--- src/rtl/cpu_types_pkg.sv ---
// Shared CPU types: machine word and branch target buffer entry layout.
// Counter encodings for the 2-bit taken/not-taken predictors.
package cpu_types_pkg;

  typedef logic [31:0] word_t;

  localparam int BTB_ENTRIES = 16;
  // Widest tag any legal geometry needs; narrower tags use low bits.
  localparam int BTB_TAG_MAX = 30;

  localparam logic [1:0] CTR_WT  = 2'b10;
  localparam logic [1:0] CTR_WNT = 2'b01;

  typedef struct packed {
    logic                   valid;
    logic [BTB_TAG_MAX-1:0] tag;
    word_t                  target;
    logic [1:0]             ctr;
  } btb_entry_t;

  localparam btb_entry_t BTB_RST = '{
    valid:  1'b0,
    tag:    '0,
    target: '0,
    ctr:    CTR_WNT
  };

  function automatic word_t pc_plus4(input word_t pc);
    return pc + 32'd4;
  endfunction

endpackage

--- src/rtl/sat_counter2.sv ---
// Next-state logic of a 2-bit saturating up/down counter.
// Holds when neither or both enables are set.
module sat_counter2 (
  input  logic [1:0] ctr_i,
  input  logic       inc_i,
  input  logic       dec_i,
  output logic [1:0] ctr_o
);

  always_comb begin
    ctr_o = ctr_i;
    unique case (1'b1)
      inc_i && !dec_i: begin
        if (ctr_i != 2'b11) ctr_o = ctr_i + 2'b01;
      end
      dec_i && !inc_i: begin
        if (ctr_i != 2'b00) ctr_o = ctr_i - 2'b01;
      end
      default: ;
    endcase
  end

endmodule

--- src/rtl/btb_branch_ctrl.sv ---
// Direct-mapped BTB with 2-bit counters, mispredict detection,
// pipeline flush/redirect and a saturating mispredict counter.
module btb_branch_ctrl
  import cpu_types_pkg::*;
#(
  parameter int ENTRIES = BTB_ENTRIES,
  parameter int IDX_W   = $clog2(ENTRIES),
  parameter int TAG_W   = 30 - IDX_W
) (
  input  logic  CLK,
  input  logic  nRST,
  input  word_t fetch_pc,
  output logic  pred_taken,
  output word_t pred_target,
  input  logic  res_valid,
  input  word_t res_pc,
  input  logic  res_taken,
  input  word_t res_target,
  input  logic  res_pred_taken,
  input  word_t res_pred_target,
  output logic  redirect_en,
  output word_t redirect_pc,
  output logic  flushFD,
  output logic  flushDE,
  output logic  flushEM,
  output word_t mispredict_cnt
);

  btb_entry_t btb_q [ENTRIES];
  word_t      cnt_q;

  logic [IDX_W-1:0] f_idx;
  logic [IDX_W-1:0] r_idx;
  logic [TAG_W-1:0] f_tag;
  logic [TAG_W-1:0] r_tag;
  btb_entry_t       f_ent;
  btb_entry_t       r_ent;
  btb_entry_t       upd_d;
  logic             f_hit;
  logic             r_hit;
  logic             r_alloc;
  logic             upd_we;
  logic             mispredict;
  logic             tgt_wrong;
  logic [1:0]       ctr_nxt;
  logic             unused_bits;

  assign f_idx = fetch_pc[IDX_W+1:2];
  assign f_tag = fetch_pc[31:IDX_W+2];
  assign f_ent = btb_q[f_idx];
  assign f_hit = f_ent.valid
              && (f_ent.tag[TAG_W-1:0] == f_tag);

  // Lookup reads registered state only: no update bypass.
  assign pred_taken  = f_hit && f_ent.ctr[1];
  assign pred_target = pred_taken ? f_ent.target
                                  : pc_plus4(fetch_pc);

  assign tgt_wrong  = res_taken
                   && (res_pred_target != res_target);
  assign mispredict = res_valid
                   && ((res_pred_taken != res_taken)
                    || tgt_wrong);

  assign redirect_en = mispredict;
  assign flushFD     = mispredict;
  assign flushDE     = mispredict;
  assign flushEM     = mispredict;

  always_comb begin
    redirect_pc = '0;
    if (mispredict) begin
      redirect_pc = res_taken ? res_target
                              : pc_plus4(res_pc);
    end
  end

  assign r_idx   = res_pc[IDX_W+1:2];
  assign r_tag   = res_pc[31:IDX_W+2];
  assign r_ent   = btb_q[r_idx];
  assign r_hit   = res_valid && r_ent.valid
                && (r_ent.tag[TAG_W-1:0] == r_tag);
  assign r_alloc = res_valid && res_taken && !r_hit;

  sat_counter2 u_ctr (
    .ctr_i (r_ent.ctr),
    .inc_i (res_taken),
    .dec_i (!res_taken),
    .ctr_o (ctr_nxt)
  );

  always_comb begin
    upd_d  = r_ent;
    upd_we = 1'b0;
    unique case (1'b1)
      r_hit: begin
        upd_we    = 1'b1;
        upd_d.ctr = ctr_nxt;
        if (res_taken) upd_d.target = res_target;
      end
      r_alloc: begin
        upd_we                = 1'b1;
        upd_d.valid           = 1'b1;
        upd_d.tag             = '0;
        upd_d.tag[TAG_W-1:0]  = r_tag;
        upd_d.target          = res_target;
        upd_d.ctr             = CTR_WT;
      end
      default: ;
    endcase
  end

  always_ff @(posedge CLK or negedge nRST) begin
    if (!nRST) begin
      for (int i = 0; i < ENTRIES; i++) begin
        btb_q[i] <= BTB_RST;
      end
      cnt_q <= '0;
    end else begin
      if (upd_we) btb_q[r_idx] <= upd_d;
      if (mispredict && (cnt_q != '1)) begin
        cnt_q <= cnt_q + 32'd1;
      end
    end
  end

  assign mispredict_cnt = cnt_q;

  assign unused_bits = ^{f_ent.tag[BTB_TAG_MAX-1:TAG_W],
                         r_ent.tag[BTB_TAG_MAX-1:TAG_W],
                         f_ent.ctr[0]};

endmodule
--- config.mk ---
export PLATFORM = sky130hd
export DESIGN_NAME = btb_branch_ctrl
export DESIGN_NICKNAME = d
export VERILOG_FILES = /design/src/rtl/cpu_types_pkg.sv /design/src/rtl/sat_counter2.sv /design/src/rtl/btb_branch_ctrl.sv
export SDC_FILE = /design/constraint.sdc
export NUM_CORES = 2
export LEC_CHECK = 0
export ABC_AREA = 1
export CORE_ASPECT_RATIO = 0.8
export CORE_MARGIN = 2
export CORE_UTILIZATION = 35
export CTS_CLUSTER_DIAMETER = 60
export DETAILED_ROUTE_END_ITERATION = 8
export MAX_ROUTING_LAYER = met4
export SLEW_MARGIN = 10
export SYNTH_ARGS = -nofsm -noshare
export SYNTH_HDL_FRONTEND = slang
export SYNTH_HIERARCHICAL = 1
export SYNTH_SLANG_ARGS = --single-unit
--- constraint.sdc ---
create_clock -name CLK -period 4 [get_ports CLK]
set_clock_uncertainty 0.1 [all_clocks]
set_input_delay 0.8 -clock CLK [delete_from_list [all_inputs] [get_ports CLK]]
set_output_delay 0.8 -clock CLK [all_outputs]
set_load 0.02 [all_outputs]
==> results.json <==
{
  "synthCells": 8923,
  "num_vias": 65896,
  "cts.sinks": 1008,
  "combPwrFrac": 0.238,
  "dpl.cell_count": 11524,
  "r2r_start": "btb_q[704]$_DFFE_PN0P_",
  "die_area_um2": 175000,
  "initial_core_util": 0.352,
  "grt_max_degree": 181,
  "path_max_fanout": 7,
  "slew_headroom": 0.166,
  "layout_setup_ws_ns": -0.326,
  "dp_slack_ns": -1.37,
  "stdcell_area_um2": 78200,
  "fin_cells": 11832,
  "rr_worst_depth": 21,
  "path_delay_family": "simple AND/OR/NAND/NOR gates",
  "p_per_area_nw_per_um2": 409,
  "antenna_found_initial": 5,
  "syn-num-nets": 9064,
  "first_pass_iters": 8,
  "io_buffers": 233,
  "maxSlewViolCount": 0,
  "rows": 136,
  "tightestPinTransition_ns": 1.25,
  "fmax_mhz": 231,
  "drtIter0Drc": 8901,
  "detail_route.drc_violations": 0,
  "required_ns": 3.10,
  "cp-end-kind": "output pin",
  "hold_path_class": "reg -> reg",
  "cts_tree": "yes",
  "synth_area_um2": 60200,
  "grt-ovfl-total": 0,
  "cts_max_level": 3,
  "path_buf_inv": 7,
  "maxCapViolCount": 0,
  "avgRoutedWirePerCell_um": 24.2,
  "post-route-period-util": 1.08,
  "power.leakage_uw": 0.0378,
  "synth-main-ff-cell": "dfrtp_1",
  "hold_viol": 0,
  "rsz0062_at_grt": "yes",
  "vias_per_cell": 5.57,
  "synth-seq-area-share": 0.419,
  "routed_wl_um": 287000,
  "crit_start": "fetch_pc[2]",
  "worst-setup-path-type": "in -> out",
  "detail-route-antenna-nets": 0,
  "cts_buffers": 117,
  "ys.warnings.count": 6,
  "intPower_uw": 21300,
  "netSwitchingPower_uw": 10700,
  "dieWidth_um": 468,
  "drive_above_1_share": 0.163,
  "placed_area_um2": 70600,
  "switching_share": 0.334,
  "place.gp.congestion": 1.00,
  "yosys.cell_types.count": 47,
  "hpwl_um": 184000,
  "synth-seq-cells": 1008,
  "crit_path_frequent_cell": "nand2_2",
  "synth_edf_count": 0,
  "setup_viol": 33,
  "synthArstFlopShare": 1.00,
  "die_y_um": 375,
  "clk_latency_ns": 0.79,
  "outcome": "finished, violations left",
  "num-nets-final": 9597,
  "critPathMaxStageDelay_ns": 0.20,
  "grtUsageTotal": 0.324,
  "post-route-min-period_ns": 4.33,
  "grt_pass1_wl_um": 414000,
  "syn_area_per_cell_um2": 6.75,
  "path_cells": "buf_16, buf_16, buf_8, a21oi_2, o21ai_1, nand2_1, nand2_1, nand2_2, inv_2, nand2_2, nand2_4, nand2_2, nor2_2, nand2_2, nor2_2, nand2_2, nor2_4, buf_12, buf_16, nor2_4, a21oi_4, buf_6",
  "ir_drop_mv": 0.391,
  "share_seq_of_total_power": 0.406,
  "cts_max_path_buffers": 3,
  "core_area_um2": 171000,
  "cts-root-buf": "clkbuf_16",
  "path_clk_slew_ns": 0.06,
  "hold_depth": 2,
  "p_clk_frac": 0.356,
  "path_depth": 22,
  "cp_slowest_cell": "buf_16",
  "failed_checks": "negative setup slack",
  "startpoint_type": "input pin",
  "syn2layout_area_growth_pct": 29.9,
  "io_pins": 234,
  "cp.arrival_ns": 3.43,
  "min_from": "btb_q[780]$_DFFE_PN1P_",
  "grt_pass1_vias": 60662
}
cell usage after synthesis (all sizes together), types with 8 or more instances:
cell type | n | area (um^2)
a41oi | 8 | 70.1
xor2 | 82 | 718
nand4 | 52 | 332
nand3 | 309 | 1550
nand2 | 3264 | 12300
nor4 | 14 | 87.6
clkbuf | 321 | 1200
dfstp | 16 | 420
a21oi | 471 | 2360
ha | 8 | 100
o21ai | 1518 | 7600
nor3 | 41 | 221
mux2i | 17 | 170
nor2 | 604 | 2280
or2 | 15 | 93.8
o211ai | 175 | 1310
xnor2 | 14 | 123
inv | 602 | 2260
buf | 355 | 1870
dfrtp | 992 | 24800
routing by layer:
| metal | part of all wire | global-route usage | routed length [um] |
|---|---|---|---|
| met5 | 0 | - | 0 |
| met1 | 0.41 | 0.429 | 116000 |
| met3 | 0.12 | 0.0795 | 33300 |
| met4 | 0.061 | 0.166 | 17600 |
| met2 | 0.42 | 0.457 | 120000 |
final timing paths:
check	slack (ns)	endpoint
worst min register to register	0.37	btb_q[780]$_DFFE_PN1P_
worst max-delay path	-0.33	pred_target[3]
min in group asynchronous	0.49	btb_q[46]$_DFFE_PN0P_
max in group asynchronous	2.20	btb_q[937]$_DFFE_PN0P_
worst min-delay path	0.37	btb_q[780]$_DFFE_PN1P_
worst max register to register	0.61	btb_q[130]$_DFFE_PN1P_
what timing repair did:
item / in CTS / in global routing
setup endpoints to repair: 69 / 676
gates resized for setup: 771 / 253
hold buffers: 1 / 0
buffers inserted: 54 / 17
hold endpoints to repair: 28 / 0
pin swaps: 97 / 112
cloned: 17 / 12
power by group through the flow:
stage | Clock (uW) | Sequential [uW] | Combinational (uW)
2_1_floorplan | 0 | 12800 | 4030
3_3_place_gp | 0 | 13100 | 6880
3_5_place_dp | 0 | 13100 | 7010
4_1_cts | 11500 | 12900 | 7320
5_1_grt | 11900 | 13200 | 8370
6_report | 11400 | 13000 | 7610
logic make-up (layout without fill, tap and decap cells):
kind of cell / Yosys count / in the layout / share of synthesized area
adder cells (fa/ha/maj): 8 / 8 / 0.00166
flip-flops: 1008 / 1008 / 0.419
AND/OR/NAND/NOR: 4307 / 4307 / 0.281
other: 0 / 7 / 0
AO/OA/AOI/OAI: 2204 / 2204 / 0.193
buffers and inverters: 1283 / 1908 / 0.0889
multiplexers: 17 / 17 / 0.00282
XOR/XNOR: 96 / 96 / 0.0140
placed cells by master, fill, tap and decap left out, drive strengths merged, types with 41 or more instances in the layout:
cell type and instances:
nand2 3264, o21ai 1518, dfrtp 992, buf 909, inv 615, nor2 604, a21oi 471, nand3 309
clkbuf 178, o211ai 175, clkdlybuf4s50 111, xor2 82, nand4 52, nor3 41
stage by stage:
stage          utilization  power, uW  hold slack (ns)  TNS (ns)
2_1_floorplan            -      16800            0.334         0
3_3_place_gp         0.412      19900            0.351   -493.97
3_5_place_dp         0.412      20100            0.355   -552.75
4_1_cts              0.450      31700            0.370     -5.42
5_1_grt              0.457      33400            0.385    -10.84
6_report             0.457      32000            0.369     -7.72
state kept, by name, indices dropped and copies added, names as in the netlist:
signal and count:
mispredict_cnt 32, btb_q 976
cell type report:
type | instances | area, um^2
flip-flops and latches | 1008 | 25200
diodes | 7 | 17.5
repair inverters | 1 | 11.3
clock buffers | 165 | 3350
clock inverters | 46 | 642
fillers | 17083 | 93100
multi-input cells | 6632 | 31500
well taps | 2277 | 2850
inverters | 607 | 2350
repair buffers | 1089 | 12300
tightest hold or removal path: cells and delay by family, from the launching register on:
| family | cells | cell delay, ns |
|---|---|---|
| and+or+nand+nor | 2 | 0.10 |
| DFF | 1 | 0.37 |
Power figures use the tool's default switching activity.
